$ cat src/rtl/token_run_encoder.sv
// Measures runs of consecutive '1' tokens on a serial stream and queues each
// finished run length (with a saturation flag) in a small FIFO drained by valid/ready.
module token_run_encoder #(
    parameter int LEN_W = 8,
    parameter int DEPTH = 4
) (
    input  logic                     clk,
    input  logic                     rst,
    input  logic                     a,
    output logic                     run_valid,
    input  logic                     run_ready,
    output logic [LEN_W-1:0]         run_len,
    output logic                     run_sat,
    output logic [$clog2(DEPTH):0]   count,
    output logic                     overflow
);

    localparam int PTR_W = $clog2(DEPTH);
    localparam int CNT_W = PTR_W + 1;
    localparam logic [LEN_W-1:0] MAX_RUN = '1;

    typedef enum logic {
        IDLE,
        RUN
    } state_t;

    state_t             state, state_nxt;
    logic [LEN_W-1:0]   run_cnt, run_cnt_nxt;
    logic               sat_q, sat_nxt;
    logic               push;

    logic [LEN_W-1:0]   mem_len [DEPTH];
    logic               mem_sat [DEPTH];
    logic [PTR_W-1:0]   wr_ptr, rd_ptr;
    logic               full, pop, push_ok;

    // NOTE: every output of this block gets a default first so no path leaves a value held, which would infer a latch.
    always_comb begin
        state_nxt   = state;
        run_cnt_nxt = run_cnt;
        sat_nxt     = sat_q;
        push        = 1'b0;
        case (state)
            IDLE: begin
                if (a) begin
                    state_nxt   = RUN;
                    run_cnt_nxt = LEN_W'(1);
                end
            end
            RUN: begin
                if (a) begin
                    if (run_cnt == MAX_RUN) sat_nxt = 1'b1;
                    else                    run_cnt_nxt = run_cnt + 1'b1;
                end else begin
                    push        = 1'b1;
                    run_cnt_nxt = '0;
                    sat_nxt     = 1'b0;
                    state_nxt   = IDLE;
                end
            end
            default: state_nxt = IDLE;
        endcase
    end

    // NOTE: sequential state uses non-blocking assignments so every register samples pre-edge values.
    always_ff @(posedge clk) begin
        if (rst) begin
            state   <= IDLE;
            run_cnt <= '0;
            sat_q   <= 1'b0;
        end else begin
            state   <= state_nxt;
            run_cnt <= run_cnt_nxt;
            sat_q   <= sat_nxt;
        end
    end

    assign run_valid = (count != '0);
    assign full      = (count == CNT_W'(DEPTH));
    assign pop       = run_valid & run_ready;
    // A pop on the same edge frees the slot a full FIFO needs for the push.
    assign push_ok   = push & (~full | pop);

    // NOTE: record storage is not reset; count alone decides which entries are meaningful.
    always_ff @(posedge clk) begin
        if (push_ok) begin
            mem_len[wr_ptr] <= run_cnt;
            mem_sat[wr_ptr] <= sat_q;
        end
    end

    always_ff @(posedge clk) begin
        if (rst) begin
            wr_ptr   <= '0;
            rd_ptr   <= '0;
            count    <= '0;
            overflow <= 1'b0;
        end else begin
            if (push_ok) wr_ptr <= wr_ptr + 1'b1;
            if (pop)     rd_ptr <= rd_ptr + 1'b1;
            case ({push_ok, pop})
                2'b10:   count <= count + 1'b1;
                2'b01:   count <= count - 1'b1;
                default: count <= count;
            endcase
            if (push && !push_ok) overflow <= 1'b1;
        end
    end

    assign run_len = run_valid ? mem_len[rd_ptr] : '0;
    assign run_sat = run_valid ? mem_sat[rd_ptr] : 1'b0;

endmodule

$ cat config.mk
export PLATFORM = sky130hd
export DESIGN_NAME = token_run_encoder
export DESIGN_NICKNAME = d
export VERILOG_FILES = /design/src/rtl/token_run_encoder.sv
export SDC_FILE = /design/constraint.sdc
export NUM_CORES = 1
export LEC_CHECK = 0
export BUFFER_PORTS_ARGS = -buffer_cell sky130_fd_sc_hd__buf_2
export CAP_MARGIN = 0
export CORE_MARGIN = 10
export CORE_UTILIZATION = 53
export CTS_CLUSTER_SIZE = 40
export DETAILED_ROUTE_END_ITERATION = 6
export HOLD_SLACK_MARGIN = 0.03
export MAX_ROUTING_LAYER = met4
export PLACE_DENSITY_LB_ADDON = 0.3
export SLEW_MARGIN = 30
export SYNTH_ARGS = -nofsm -noshare
export SYNTH_HDL_FRONTEND = slang
export SYNTH_SLANG_ARGS = --single-unit
export TNS_END_PERCENT = 30
$ cat constraint.sdc
create_clock -name clk -period 1.9 [get_ports clk]
set_input_delay 0.095 -clock clk [delete_from_list [all_inputs] [get_ports clk]]
set_output_delay 0.095 -clock clk [all_outputs]
set_load 0.05 [all_outputs]
==> key figures, run 1 <==
Status
  – Outcome: completed

Placed design
  – Placed cell count: 256
  – Pre-CTS WS: 36.1 ps
  – HPWL after DPL: 3050 µm
  – RePlAce Congestion: 0.779
  – Post-DP Area: 2650 µm²
  – Buffers on Ports: 17

Worst hold path
  – Hold_sp: rst
  – Type of the worst min-delay path: input pin to flip-flop
  – Worst Hold End: wr_ptr[0]
  – WHS Path Cells: 2

Setup path
  – Worst path cell trace: or3_4, nand3_4, fa_2, inv_2, nor2_1, o2bb2ai_1, a211oi_2
  – Slowest-stage cell, CP: fa_2
  – Reg2Reg Depth: 7
  – R2R Setup Slk: 70 ps
  – Crit path arrival time: 2060 ps
  – CP endpoint kind: flip-flop
  – CP max FO: 6
  – RR Endpoint: count[1]
  – Delay of the slowest critical-path stage: 440 ps
  – Critical path class: flip-flop to flip-flop
  – R2r startpoint: count[2]
  – Worst path required time: 2130 ps
  – CP startpoint kind: flip-flop

Route
  – DRT iter0 DRCs: 91
  – Routed wire length: 4290 µm
  – DRC: 0
  – Vias post-DR: 1540
  – Wire per inst: 16.1 µm
  – Via density: 5.79
  – First drt pass iteration count: 6
  – Highest metal used: met4
  – WL met1: 1870 µm
  – WL met3: 207 µm
  – DR WL met2: 2160 µm
  – Routed Antenna Nets: 0

Logic synthesis
  – Synthesized Nets: 198
  – Synth unique cells: 42
  – Top_reg_cell synth: edfxtp_1
  – Post-synth EDFFs: 36
  – Async set-reset flop share out of synthesis: 0%
  – Flip-flop and latch count after synthesis: 56
  – Register area share after synthesis: 60.0%
  – Synth warn: 0
  – Cell Area, Synth: 2470 µm²
  – Synthesized instance count: 188
  – Mean Syn Cell Area: 13.1 µm²

Final layout
  – Area growth from synthesis to layout: 11.5%
  – Nets: 223
  – Share of cells above drive strength 1: 25.7%
  – Most frequent cells in the layout: edfxtp_1 (36), dfxtp_1 (17), buf_2 (17)
  – Finished Cell Area: 2750 µm²
  – Core Util, Final: 61.9%
  – Ant. Diodes: 0
  – Multi-input logic area: 912 µm²
  – Filler cells: 345
  – Sequential cell area: 1490 µm²
  – Post-Layout Cell Count: 266
  – Commonest non-fill, non-tap cell in the layout: edfxtp_1

Timing
  – Final Hold Vio Count: 0
  – Fin Clk Skew: 2.52 ps
  – Worst Hold Slack: 169 ps
  – Slew Viols, Final: 0
  – Fin Setup TNS: 0 ps
  – Final setup fails: 0
  – Fmax: 0.546 GHz
  – Setup WS post-layout: 69.2 ps
  – Crit share post-route: 96.4%
  – Relative slew slack: 71.8%
  – Least-Margin Pin Slew: 422 ps
  – Crit path time final: 1830 ps

Global route
  – Initial antenna violation count: 0
  – GRT overflow: 0
  – Via count of the first global-routing pass: 1472
  – Largest net degree at the start of global routing: 20
  – Gr usage total: 12.2%
  – First-pass GRT wire length: 7220 µm

CTS
  – TritonCTS Buffers: 5
  – Clock slew at reported path FFs: 90 ps
  – H-Tree Depth: 2
  – Clock Sink Count: 56
  – Clock Path Buffers: 2
  – TritonCTS clock tree: yes
  – CTS Root Cell: clkbuf_8
  – Worst skew pair latency: 300 ps

Power and ir drop
  – Sw frac: 27.7%
  – LEAKAGE: 1.00 nW
  – Total power: 2.39 mW
  – Logic pwr share: 18.7%
  – Max VDD drop: 0.361 mV
  – NetSw: 662 µW
  – P per Cell Area: 869 nW/µm²
  – Sequential group share of total power: 56.0%
  – Pint: 1.73 mW
  – Part of the power in the clock network: 25.3%

Die
  – Die span in y: 88.2 µm
  – Io pins: 18
  – Starting Density: 55.5%
  – Die footprint: 7790 µm²
  – Std-Cell Rows: 24
  – Core ar.: 4440 µm²
  – Die X: 88.2 µm

Flow run
  – Max cap viols: 0
per-layer routing:
metal | vias to the layer above | GRT usage, %
met1 | 739 | 14.6
met5 | - | -
met3 | 6 | 2.94
met2 | 36 | 19.6
li1 | 759 | -
met4 | 0 | 4.26
final cells by class:
cell class | count | area share [%]
Inverter | 6 | 0.818
Clock buffer | 7 | 2.77
Clock inverter | 1 | 0.182
Tap cell | 52 | 2.36
Sequential cell | 56 | 54.2
Multi-Input combinational cell | 115 | 33.1
Timing Repair Buffer | 29 | 6.50
cells by family after synthesis:
kind of cell | Yosys count | share of synthesized area (%)
AND/OR/NAND/NOR | 61 | 14.0
flip-flops | 56 | 60.0
AO/OA/AOI/OAI | 34 | 9.17
buffers and inverters | 17 | 3.45
multiplexers | 9 | 8.21
adder cells (fa/ha/maj) | 6 | 3.35
XOR/XNOR | 5 | 1.77
Yosys cell counts (2+ instances only):
master | number | share of area [%]
a21oi_1 | 10 | 2.0
o2111ai_1 | 3 | 1.1
dfxtp_1 | 20 | 16
nor2_1 | 13 | 2.0
nor2b_1 | 2 | 0.51
nor3_1 | 5 | 1.0
inv_1 | 6 | 0.91
xor2_1 | 2 | 0.71
and3_1 | 2 | 0.51
buf_2 | 5 | 1.0
a21o_1 | 2 | 0.61
xnor2_1 | 3 | 1.1
buf_6 | 2 | 0.91
a31oi_1 | 4 | 1.0
ha_1 | 5 | 2.5
or3_1 | 2 | 0.51
nand3_1 | 4 | 0.81
o221ai_1 | 2 | 0.71
edfxtp_1 | 36 | 44
o31ai_1 | 3 | 0.91
nand2_1 | 8 | 1.2
o21ai_0 | 5 | 1.0
mux4_2 | 9 | 8.2
clkbuf_1 | 4 | 0.61
nand4_1 | 2 | 0.51
and2_1 | 13 | 3.3
sequential cells by signal, summed over array words and instances, names as in the netlist, named ones only:
register / cells
count: 3
state: 1
sat_q: 1
overflow: 1
mem_sat: 4
wr_ptr: 2
mem_len: 32
rd_ptr: 2
run_cnt: 8
worst max-delay path by stage:
stage,cells after the start,startpoint,endpoint,slack (ps)
finish,7,count[2],count[1],70
global route,7,count[2],count[1],-2
CTS,7,count[0],count[1],30
detailed placement,7,count[0],count[1],40
global placement,7,count[2],count[1],170
floorplan,8,count[0],count[1],-3
power groups by stage:
| stage | clock network [mW] | logic, mW | registers (mW) |
|---|---|---|---|
| CTS | 0.624 | 0.436 | 1.34 |
| global placement | 0 | 0.420 | 1.36 |
| global route | 0.679 | 0.483 | 1.34 |
| floorplan | 0 | 0.326 | 1.38 |
| finish | 0.604 | 0.447 | 1.34 |
| detailed placement | 0 | 0.435 | 1.37 |
worst max-delay path, delay by kind of cell, from the launching register on:
family | cells | cell delay (ps)
AO/OA/AOI/OAI | 2 | 320
buffers and inverters | 1 | 70
adder cells (fa/ha/maj) | 1 | 440
flip-flops | 1 | 370
AND/OR/NAND/NOR | 3 | 550
what timing repair did:
item	CTS	global route
hold buffers	0	0
setup endpoints to repair	0	5
resized for setup	0	3
setup buffers	0	2
Power figures use the tool's default switching activity.
==> inputs of run 2 (changes only) <==
--- a/config.mk
+++ b/config.mk
@@ -8,7 +8,7 @@
 export BUFFER_PORTS_ARGS = -buffer_cell sky130_fd_sc_hd__buf_2
 export CAP_MARGIN = 0
 export CORE_MARGIN = 10
-export CORE_UTILIZATION = 53
+export CORE_UTILIZATION = 55
 export CTS_CLUSTER_SIZE = 40
 export DETAILED_ROUTE_END_ITERATION = 6
 export HOLD_SLACK_MARGIN = 0.03
==> constraint.sdc (replaced) <==
create_clock -name clk -period 1.8 [get_ports clk]
set_input_delay 0.09 -clock clk [delete_from_list [all_inputs] [get_ports clk]]
set_output_delay 0.09 -clock clk [all_outputs]
set_load 0.05 [all_outputs]
==> run 2 against run 1 <==
Sequential share of layout area shrank 1.5 points. Fmax rose by 2.6%. Register-to-register slack got worse by 50 ps. Largest power group unchanged.
==> key figures, run 2 (synthesis gave the netlist of run 1 again) <==
Status
  – Outcome: completed

CTS
  – CTS Root Cell: clkbuf_8
  – TritonCTS clock tree: yes
  – Hold Buf Count CTS: 0
  – Clock Path Buffers: 2
  – Worst skew pair latency: 300 ps
  – Clock Sink Count: 56
  – Clock slew at reported path FFs: 100 ps
  – H-Tree Depth: 2
  – TritonCTS Buffers: 5

Die
  – Die X: 87.0 µm
  – Io pins: 18
  – Die span in y: 87.0 µm
  – Std-Cell Rows: 24
  – Die footprint: 7570 µm²
  – Starting Density: 56.7%
  – Core ar.: 4350 µm²

Timing
  – RSZ-0062 raised after global routing: yes
  – Final setup fails: 0
  – Crit path time final: 1780 ps
  – Relative slew slack: 69.1%
  – Final Hold Vio Count: 0
  – Slew Viols, Final: 0
  – Crit share post-route: 99.1%
  – Fin Clk Skew: 13.4 ps
  – Worst Hold Slack: 160 ps
  – Fmax: 0.561 GHz
  – Setup WS post-layout: 16.1 ps
  – Least-Margin Pin Slew: 463 ps

Power and ir drop
  – LEAKAGE: 1.03 nW
  – Max VDD drop: 0.498 mV
  – P per Cell Area: 923 nW/µm²

Placed design
  – HPWL after DPL: 3120 µm
  – Buffers on Ports: 17
  – Placed cell count: 255
  – Pre-CTS WS: 34.0 ps
  – RePlAce Congestion: 0.814
  – Post-DP Area: 2640 µm²

Final layout
  – Post-Layout Cell Count: 268
  – Share of cells above drive strength 1: 29.2%
  – Sequential cell area: 1500 µm²
  – Top flop regs: mem_len x32, run_cnt x8, mem_sat x4
  – Area growth from synthesis to layout: 14.9%
  – Commonest non-fill, non-tap cell in the layout: edfxtp_1
  – Ant. Diodes: 0
  – Biggest register: mem_len
  – Max reg flops: 32
  – Multi-input logic area: 926 µm²
  – Most frequent cells in the layout: edfxtp_1 (36), dfxtp_1 (16), buf_2 (14)
  – Nets: 225
  – Filler cells: 305
  – Finished Cell Area: 2840 µm²

Route
  – Routed Antenna Nets: 0
  – DRT iter0 DRCs: 83
  – Wire per inst: 16.8 µm
  – Via density: 5.81
  – DRC: 0
  – Routed wire length: 4510 µm
  – First drt pass iteration count: 4
  – Vias post-DR: 1556

Global route
  – Initial antenna violation count: 0
  – Via count of the first global-routing pass: 1548
  – First-pass GRT wire length: 7510 µm
  – Grt met3 use: 3.18%
  – Met2 GRT Util: 19.7%
  – Met1 usage: 16.3%
  – Gr usage total: 13.0%
  – GRT overflow: 0
  – Largest net degree at the start of global routing: 20
  – GR peak layer: met2

Worst hold path
  – Type of the worst min-delay path: input pin to flip-flop

Setup path
  – Critical path class: flip-flop to flip-flop
  – CP endpoint kind: flip-flop
  – Worst path required time: 2000 ps
  – CP max FO: 2
  – R2R Setup Slk: 20 ps
  – RR Endpoint: count[1]
  – Crit path arrival time: 1990 ps
  – R2r startpoint: count[2]
  – Critical Path Source: count[2]
  – Reg2Reg Depth: 7
  – Critical Path Sink: count[1]
  – CP startpoint kind: flip-flop

Flow run
  – Max cap viols: 0
-- run 2: cell type report --
type                    instances  area share, %
repair buffers                 31           8.25
inverters                       6          0.794
clock buffers                   6           2.91
flip-flops and latches         56           52.8
well taps                      52           2.29
multi-input cells             115           32.6
clock inverters                 2          0.353
-- run 2: worst max-delay path, cell delays in order (launching register included) --
cell and delay [ps]:
dfxtp_4 360, or3_4 400, nand3_4 100, fa_2 430, inv_2 70, nor2_1 40, o2bb2ai_1 130, a211oi_2 160
-- run 2: worst min path at each step --
stage,slack [ps],depth (start not counted),to,from
finish,160,2,overflow,rst
global route,180,2,wr_ptr[0],rst
CTS,160,2,overflow,rst
detailed placement,450,2,overflow,overflow
global placement,450,2,overflow,overflow
floorplan,310,2,sat_q,a
-- run 2: per-layer routing --
layer / share of wire (%) / wire (µm)
met4: 1.3 / 57
met1: 44 / 1980
met3: 4.2 / 190
met2: 51 / 2290
met5: 0 / 0
-- run 2: report_power, final --
part / switching [mW] / internal (mW)
Combinational: 0.321 / 0.209
Clock: 0.370 / 0.308
Sequential: 0.0252 / 1.39
-- run 2: what timing repair did --
item | CTS | global route
gates cloned | 0 | 1
setup endpoints to repair | 9 | 18
gates resized for setup | 1 | 16
setup buffers | 0 | 4
pin swaps | 0 | 4
-- run 2: through the flow --
stage          total power [mW]  TNS [ps]  util (%)
2_1_floorplan              1.81      -970         -
3_3_place_gp               1.89         0      60.6
3_5_place_dp               1.91         0      60.6
4_1_cts                    2.58         0      62.8
5_1_grt                    2.75      -101      65.1
6_report                   2.62         0      65.1
==> inputs of run 3 (changes only) <==
--- a/config.mk
+++ b/config.mk
@@ -13,7 +13,7 @@
 export DETAILED_ROUTE_END_ITERATION = 6
 export HOLD_SLACK_MARGIN = 0.03
 export MAX_ROUTING_LAYER = met4
-export PLACE_DENSITY_LB_ADDON = 0.3
+export PLACE_DENSITY = 0.76
 export SLEW_MARGIN = 30
 export SYNTH_ARGS = -nofsm -noshare
 export SYNTH_HDL_FRONTEND = slang
==> run 3 against run 2 <==
First-iteration DRC count grew 30%. Flip-flop and latch count is the same. Combinational power is essentially flat. Fmax is essentially flat. Clock-buffer cell count grew 1. Clock skew shrank 6.9 ps. Cell area shrank 0.13%. Die area is the same. Largest cell class unchanged. Largest power group unchanged. Highest routed layer unchanged.
==> key figures, run 3 (synthesis gave the netlist of run 1 again) <==
Status
  – Outcome: completed

CTS
  – TritonCTS clock tree: yes
  – Hold Buf Count CTS: 0
  – CTS Root Cell: clkbuf_8
  – TritonCTS Buffers: 5
  – Clock Path Buffers: 2
  – H-Tree Depth: 2
  – Clock slew at reported path FFs: 90 ps
  – Clock Sink Count: 56
  – Worst skew pair latency: 300 ps

Die
  – Std-Cell Rows: 24
  – Io pins: 18
  – Core ar.: 4350 µm²
  – Starting Density: 56.7%
  – Die footprint: 7570 µm²
  – Die span in y: 87.0 µm
  – Die X: 87.0 µm

Route
  – Routed wire length: 4690 µm
  – DRT iter0 DRCs: 108
  – Vias post-DR: 1551
  – First drt pass iteration count: 4
  – Wire per inst: 17.7 µm
  – Via density: 5.85
  – DRC: 0
  – Routed Antenna Nets: 0

Power and ir drop
  – Max VDD drop: 0.556 mV
  – Sequential group share of total power: 52.9%
  – Pint: 1.96 mW
  – Logic pwr share: 19.8%
  – Part of the power in the clock network: 27.3%
  – P per Cell Area: 945 nW/µm²
  – LEAKAGE: 1.02 nW
  – Total power: 2.68 mW
  – Sw frac: 26.9%
  – NetSw: 721 µW

Timing
  – Fin Clk Skew: 6.48 ps
  – Setup WS post-layout: 14.8 ps
  – RSZ-0062 raised after global routing: yes
  – Crit share post-route: 99.2%
  – Final Hold Vio Count: 0
  – Fmax: 0.560 GHz
  – Least-Margin Pin Slew: 392 ps
  – Relative slew slack: 73.8%
  – Final setup fails: 0
  – Fin Setup TNS: 0 ps
  – Slew Viols, Final: 0
  – Crit path time final: 1790 ps

Final layout
  – Share of cells above drive strength 1: 28.6%
  – Biggest register: mem_len
  – Commonest non-fill, non-tap cell in the layout: edfxtp_1
  – Max reg flops: 32
  – Most frequent cells in the layout: edfxtp_1 (36), dfxtp_1 (15), nor2_1 (13)
  – Ant. Diodes: 0
  – Filler cells: 325
  – Top flop regs: mem_len x32, run_cnt x8, mem_sat x4
  – Nets: 222
  – Post-Layout Cell Count: 265
  – Area growth from synthesis to layout: 14.7%

Setup path
  – CP startpoint kind: flip-flop
  – CP max FO: 6
  – Critical path class: flip-flop to flip-flop
  – RR Endpoint: count[1]
  – Crit path arrival time: 2000 ps
  – Reg2Reg Depth: 7
  – R2R Setup Slk: 10 ps
  – Worst path required time: 2020 ps
  – R2r startpoint: count[2]
  – CP endpoint kind: flip-flop

Placed design
  – RePlAce Congestion: 0.874
  – HPWL after DPL: 3240 µm
  – Buffers on Ports: 17
  – Placed cell count: 254
  – Pre-CTS WS: -19.8 ps

Worst hold path
  – WHS Path Cells: 2
  – Type of the worst min-delay path: input pin to flip-flop
  – Hold_sp: rst
  – Worst Hold End: rd_ptr[0]

Global route
  – Via count of the first global-routing pass: 1541
  – GRT overflow: 0
  – Initial antenna violation count: 0
  – First-pass GRT wire length: 7540 µm
  – Gr usage total: 13.0%
  – Largest net degree at the start of global routing: 20

Flow run
  – Max cap viols: 0
-- run 3: critical path, cell delays in order, from the launching register on --
cell,delay (ps)
dfxtp_4,370
or3_4,390
nand3_2,100
fa_2,430
inv_2,70
nor2_1,40
o2bb2ai_1,130
a211oi_2,170
-- run 3: worst max-delay path by stage --
stage                    from       end  slack (ps)  cells past startpoint
floorplan            count[1]  count[1]        -100                      8
detailed placement   count[2]  count[1]         -20                      7
finish               count[2]  count[1]          10                      7
global route            state  count[2]         -30                      6
global placement     count[2]  count[1]          80                      7
CTS                 flip-flop   run_sat           3                      4
-- run 3: area by class of cell --
class	count	area (µm²)	share of cell area [%]
flip-flops and latches	56	1500	52.9
multi-input cells	115	910	32.1
repair buffers	28	235	8.30
clock buffers	7	97.6	3.45
well taps	52	65.1	2.30
inverters	6	22.5	0.795
clock inverters	1	5.00	0.177
-- run 3: repair_timing --
action | CTS | global route
setup buffers | 0 | 2
resized for setup | 5 | 24
setup endpoints to repair | 10 | 35
cloned | 0 | 1
pin swaps | 1 | 1
-- run 3: metrics by stage --
| stage | util (%) | hold slack (ps) | area [µm²] |
|---|---|---|---|
| finish | 65.1 | 161 | 2830 |
| global route | 65.1 | 197 | 2830 |
| CTS | 63.1 | 153 | 2750 |
| detailed placement | 60.4 | 459 | 2630 |
| global placement | 60.4 | 448 | 2630 |
| floorplan | - | 315 | 2490 |
-- run 3: power by group through the flow --
stage | sequential, mW | clock, mW | combinational (mW)
CTS | 1.41 | 0.750 | 0.483
global placement | 1.44 | 0 | 0.457
floorplan | 1.46 | 0 | 0.348
detailed placement | 1.44 | 0 | 0.471
global route | 1.42 | 0.805 | 0.571
finish | 1.42 | 0.732 | 0.529
-- run 3: layer usage --
| metal | part of all wire (%) | wire (µm) | global-route usage (%) | vias to the layer above |
|---|---|---|---|---|
| met2 | 50 | 2370 | 21.2 | 48 |
| met1 | 41 | 1950 | 14.6 | 747 |
| met5 | 0 | 0 | - | - |
| met4 | 2.0 | 95 | 5.01 | 0 |
| li1 | - | - | - | 748 |
| met3 | 6.0 | 282 | 4.03 | 8 |
